--- src/rtl/floo_link_cut.sv ---
// floo_link_cut: 2-entry full-throughput elastic buffer cutting every comb path on a mesh link.
// Also keeps saturating flit and backpressure counters for link-utilisation debug.
module floo_link_cut #(
  parameter int unsigned DataWidth = 64,
  parameter int unsigned CntWidth  = 32
) (
  input  logic                 clk_i,
  input  logic                 rst_ni,
  input  logic                 in_valid_i,
  output logic                 in_ready_o,
  input  logic [DataWidth-1:0] in_data_i,
  output logic                 out_valid_o,
  input  logic                 out_ready_i,
  output logic [DataWidth-1:0] out_data_o,
  input  logic                 clr_cnt_i,
  output logic [CntWidth-1:0]  flit_cnt_o,
  output logic [CntWidth-1:0]  stall_cnt_o
);

  typedef enum logic [1:0] {
    Empty = 2'd0,
    One   = 2'd1,
    Full  = 2'd2
  } state_e;

  localparam logic [CntWidth-1:0] CntMax = '1;

  state_e               state_q;
  logic [DataWidth-1:0] slot_q [2];
  logic                 wr_ptr_q;
  logic                 rd_ptr_q;
  logic [CntWidth-1:0]  flit_cnt_q;
  logic [CntWidth-1:0]  stall_cnt_q;

  logic push;
  logic pop;
  logic stall;

  // Handshake signals depend on state only, never on the opposite side.
  assign in_ready_o  = (state_q != Full) & rst_ni;
  assign out_valid_o = (state_q != Empty);
  assign out_data_o  = slot_q[rd_ptr_q];

  assign push  = in_valid_i & in_ready_o;
  assign pop   = out_valid_o & out_ready_i;
  assign stall = out_valid_o & ~out_ready_i;

  always_ff @(posedge clk_i) begin
    if (!rst_ni) begin
      state_q   <= Empty;
      slot_q[0] <= '0;
      slot_q[1] <= '0;
      wr_ptr_q  <= 1'b0;
      rd_ptr_q  <= 1'b0;
    end else begin
      if (push) begin
        slot_q[wr_ptr_q] <= in_data_i;
        wr_ptr_q         <= ~wr_ptr_q;
      end
      if (pop) begin
        rd_ptr_q <= ~rd_ptr_q;
      end
      unique case (state_q)
        Empty: begin
          if (push) state_q <= One;
        end
        One: begin
          if (push && !pop) begin
            state_q <= Full;
          end else if (pop && !push) begin
            state_q <= Empty;
          end
        end
        Full: begin
          if (pop) state_q <= One;
        end
        default: state_q <= Empty;
      endcase
    end
  end

  // Clear wins over any increment in the same cycle.
  always_ff @(posedge clk_i) begin
    if (!rst_ni) begin
      flit_cnt_q  <= '0;
      stall_cnt_q <= '0;
    end else if (clr_cnt_i) begin
      flit_cnt_q  <= '0;
      stall_cnt_q <= '0;
    end else begin
      if (pop && flit_cnt_q != CntMax) begin
        flit_cnt_q <= flit_cnt_q + 1'b1;
      end
      if (stall && stall_cnt_q != CntMax) begin
        stall_cnt_q <= stall_cnt_q + 1'b1;
      end
    end
  end

  assign flit_cnt_o  = flit_cnt_q;
  assign stall_cnt_o = stall_cnt_q;

endmodule

--- config.mk ---
export PLATFORM = sky130hd
export DESIGN_NAME = floo_link_cut
export DESIGN_NICKNAME = d
export VERILOG_FILES = /design/src/rtl/floo_link_cut.sv
export SDC_FILE = /design/constraint.sdc
export NUM_CORES = 1
export LEC_CHECK = 0
export CAP_MARGIN = 20
export CELL_PAD_IN_SITES_DETAIL_PLACEMENT = 1
export CELL_PAD_IN_SITES_GLOBAL_PLACEMENT = 2
export CORE_ASPECT_RATIO = 0.5
export CORE_MARGIN = 2
export CORE_UTILIZATION = 37
export DETAILED_ROUTE_END_ITERATION = 7
export DONT_BUFFER_PORTS = 1
export HOLD_SLACK_MARGIN = 0.08
export PLACE_DENSITY_LB_ADDON = 0.08
export SLEW_MARGIN = 5
export SYNTH_ARGS = -nofsm -noshare
export SYNTH_HDL_FRONTEND = slang
export SYNTH_SLANG_ARGS = --single-unit
--- constraint.sdc ---
create_clock -name clk_i -period 7.1 [get_ports clk_i]
set_input_delay 1.42 -clock clk_i [delete_from_list [all_inputs] [get_ports clk_i]]
set_output_delay 1.42 -clock clk_i [all_outputs]
set_load 0.01 [all_outputs]
# Yosys cells after proc, flatten, opt, wreduce, memory -nomap -nowiden
# Memories as Yosys holds them, arrays and structs flattened. A register that Yosys moved wholly into a read port is not among the register bits.
# Index checks and enable logic that the tools add are counted.
dict set report word_totals {
  wordCells 49
  ram_bits 128
  n_memories 1
  in_bits 69
  reg_bits 68
  output_inout_bits 130
}
dict set report op_classes {
  reduce_logical 11
  mux 14
  n_bitwise 8
  eq_ne 8
  addsub 2
}
# name words width rd rd_ports_with_merged_regs write_ports line_no
set mem_list {}
lappend mem_list {slot_q 2 64 1 1 2 29} ;# logic [DataWidth-1:0] slot_q [2];
# op count
set op_table {}
lappend op_table {{$add 32x1->32 const B} 2}
lappend op_table {{$mux 64} 1}
lappend op_table {{$ne 32x32->1 const B} 2}
lappend op_table {{$reduce_or 64->1} 1}
lappend op_table {{$mux 1} 8}
lappend op_table {{$mux 2} 4}
lappend op_table {{$ne 2x2->1 const B} 3}
lappend op_table {{$pmux 2 s3} 1}
lappend op_table {{$and 1x1->1} 4}
lappend op_table {{$logic_and 1x1->1} 4}
lappend op_table {{$not 1->1} 4}
lappend op_table {{$ne 3x3->1 const B} 1}
lappend op_table {{$reduce_and 3->1} 1}
lappend op_table {{$eq 2x1->1 const B} 1}
lappend op_table {{$eq 2x2->1 const B} 1}
lappend op_table {{$logic_not 1->1} 2}
lappend op_table {{$logic_not 2->1} 1}
lappend op_table {{$reduce_bool 2->1} 1}
lappend op_table {{$reduce_or 2->1} 1}

# Logic depth before layout (Yosys ltp)
dict set report depth {
  word_depth 8
  ltp_mapped 8
  mapped_depth_nobuf 6
}

# Worst setup path before layout
# OpenSTA, ideal clock, no wires.
dict set report synth_path {
  path_type {input -> register}
  startpoint {input rst_ni}
  endpoint {memory slot_q[0][0] (enable)}
  arrival_time_ps 6238
  slack_ps 288
  t_required_ps 6526
  setup_ps 574
  n_path_buf 0
  path_stages 3
  cell_sequence {and2_1 -> nand2_1 -> o21ai_0}
}
# element line_no
set synth_rtl {}
lappend synth_rtl {{start, declared} 8} ;# input logic rst_ni,
lappend synth_rtl {{end, declared} 29}

==> flow_summary.toml <==
[run_status]
status = "completed"

[placed_design]
gp_congestion = 0.7003
placed_cell_area_um2 = 9230
numPortBuffers = 0
pre_cts_slack_ns = 3.485
dp_hpwl_um = 14130
post-place-cells = 1045

[min_path]
hp-class = "flip-flop to flip-flop"

[layout]
multi_input_area_um2 = 3520
final_cells = 1079
register_area_um2 = 5226
post-route-util_pct = 41.22
fillers = 2501
diodes = 0
fin_area_um2 = 9798
layout.nets = 822
drive_gt1_share_pct = 16.62
area_growth_pct = 10.23

[yosys]
synth_flop_cell = "edfxtp_1"
syn-num-nets = 830
synthTopCellsByCount = "138 x and2_1, 128 x edfxtp_1, 69 x dfxtp_1"
synth.most_common_cell = "and2_1"
syn_inst = 759
synth_top_area_share_pct = 43.24
synth.distinct_cells = 56
ys.warnings.count = 0
synth_seq_area_share_pct = 58.78
synthArstFlopShare_pct = 0
ys_seq_elements = 197
yosysTopAreaCell = "edfxtp_1"
synth_area_leaders = "edfxtp_1 43%, dfxtp_1 16%, and2_1 9.7%"
synth_edf_count = 128
avgSynthCellArea_um2 = 11.71
syn_area_um2 = 8889

[worst_setup_path]
cp.arrival_ns = 1.95
worst_setup_path_start_kind = "flip-flop"
end_kind = "primary output"
cp.required_ns = 5.68
critPathKind = "flip-flop to primary output"
crit_fanout = 64

[power]
power_density_nw_per_um2 = 245.5
ir_drop_mv = 0.1421
total_leakage_power_nw = 3.227
p_total_mw = 2.406

[routing]
firstDrtPassIters = 4
drtIter0Drc = 278
routedWlPerCell_um = 20.03
post-route-drc-count = 0
ant_nets = 0
via_per_inst = 5.433
routed_wl_um = 21610
num_vias = 5862

[floorplanning]
coreArea_um2 = 23770
core.rowCount = 40
die_area_um2 = 25350
initial_core_util_pct = 37.39
ios = 199
die-width_um = 223.2
die_height_um = 113.6

[grt]
grt_antenna_before_repair = 0
track_usage_pct = 17.31
grt_max_degree = 65
overflow = 0
grt_pass1_wl_um = 33330
grt_pass1_vias = 5838

[timing]
finalCriticalPeriod_ns = 3.369
fmax_ghz = 0.2968
clock_skew_ns = 0.007023
worst_pin_slew_ns = 1.075
setup-tns-final_ns = 0
setup_slack_ns = 3.731
post-route-period-util_pct = 47.45
rsz0062_at_grt = "no"
hold_slack_ns = 0.5464
drv_slew = 0
hold_viol_final = 0
maxSlewHeadroom_pct = 27.89
setup_viol = 0

[clock_tree]
cts_setup_buffers = 0
numCtsBuffers = 17
clock_sinks = 197
cts_hold_buffers = 0
clk_latency_ns = 0.45
cts_tree = "done"
h-tree-depth = 4
cts_resized = 0
clk_path_buf_depth = 2
path_clk_slew_ns = 0.07
cts-root-buf = "clkbuf_16"

[job]
maxCapViolCount = 0
[cells in the final DEF (no fill, tap or decap), types with 3 or more instances in the layout]
cell type    n
or3_1       37
clkbuf_1     3
inv_6        5
and2_1     138
o21ai_0     37
nand3_1     18
edfxtp_1   128
nor4_1       4
o211ai_1     3
and3_1       7
nor3_1       4
and4_1       7
a211oi_1     3
xnor2_1     12
nand4_1     15
nand2_1     32
dfxtp_1     68
buf_4        8
or4_1        9
mux2_2      64
a21oi_1     50
o31ai_1      9
nor2_1      23
inv_1        8
clkbuf_16   17
or2_2        4
[layer usage]
| metal | global-route usage, % | wire, um |
|---|---|---|
| met1 | 21.21 | 9460 |
| met2 | 28.75 | 10590 |
| met3 | 6.801 | 1325 |
| met4 | 4.519 | 232 |
| met5 | 0 | 0 |
[critical path, cell delays in order, from the launching register on]
cell and delay [ns]:
dfxtp_2 0.31, buf_4 0.69, mux2_2 0.47
[state kept, by name (all words and copies together), names as in the netlist, named ones only]
name	cells
flit_cnt_o	32
rd_ptr_q	1
slot_q	128
stall_cnt_o	32
state_q	2
wr_ptr_q	1
[final timing paths]
kind / startpoint / slack [ns] / cells past startpoint / to
worst min-delay path: stall_cnt_o[11] / 0.55 / 2 / stall_cnt_o[11]
worst min register to register: stall_cnt_o[11] / 0.55 / 2 / stall_cnt_o[11]
worst max register to register: stall_cnt_o[0] / 4.13 / 7 / stall_cnt_o[3]
worst max-delay path: flip-flop / 3.73 / 2 / out_data_o[1]
[cell families (layout without fill, tap and decap cells)]
logic type,Yosys count,count (layout),synth area share [%]
mux,65,65,8.221
flops,197,197,58.78
fa+ha+maj,2,2,0.2815
xor+xnor,14,14,1.380
buf+inv,45,50,2.125
simple gates,312,312,20.88
compound gates,124,124,8.333
[power by group]
part | switching (mW) | internal, mW
logic | 0.109 | 0.0622
clock network | 0.456 | 0.491
registers | 0.0138 | 1.27
total | 0.579 | 1.83
[area by class of cell]
cell class / count / share of cell area, %
flip-flops and latches: 197 / 53.34
multi-input cells: 517 / 35.92
clock buffers: 20 / 4.457
well taps: 315 / 4.022
clock inverters: 12 / 1.213
repair buffers: 10 / 0.7406
inverters: 8 / 0.3065
(Power assumes the default switching activity.)
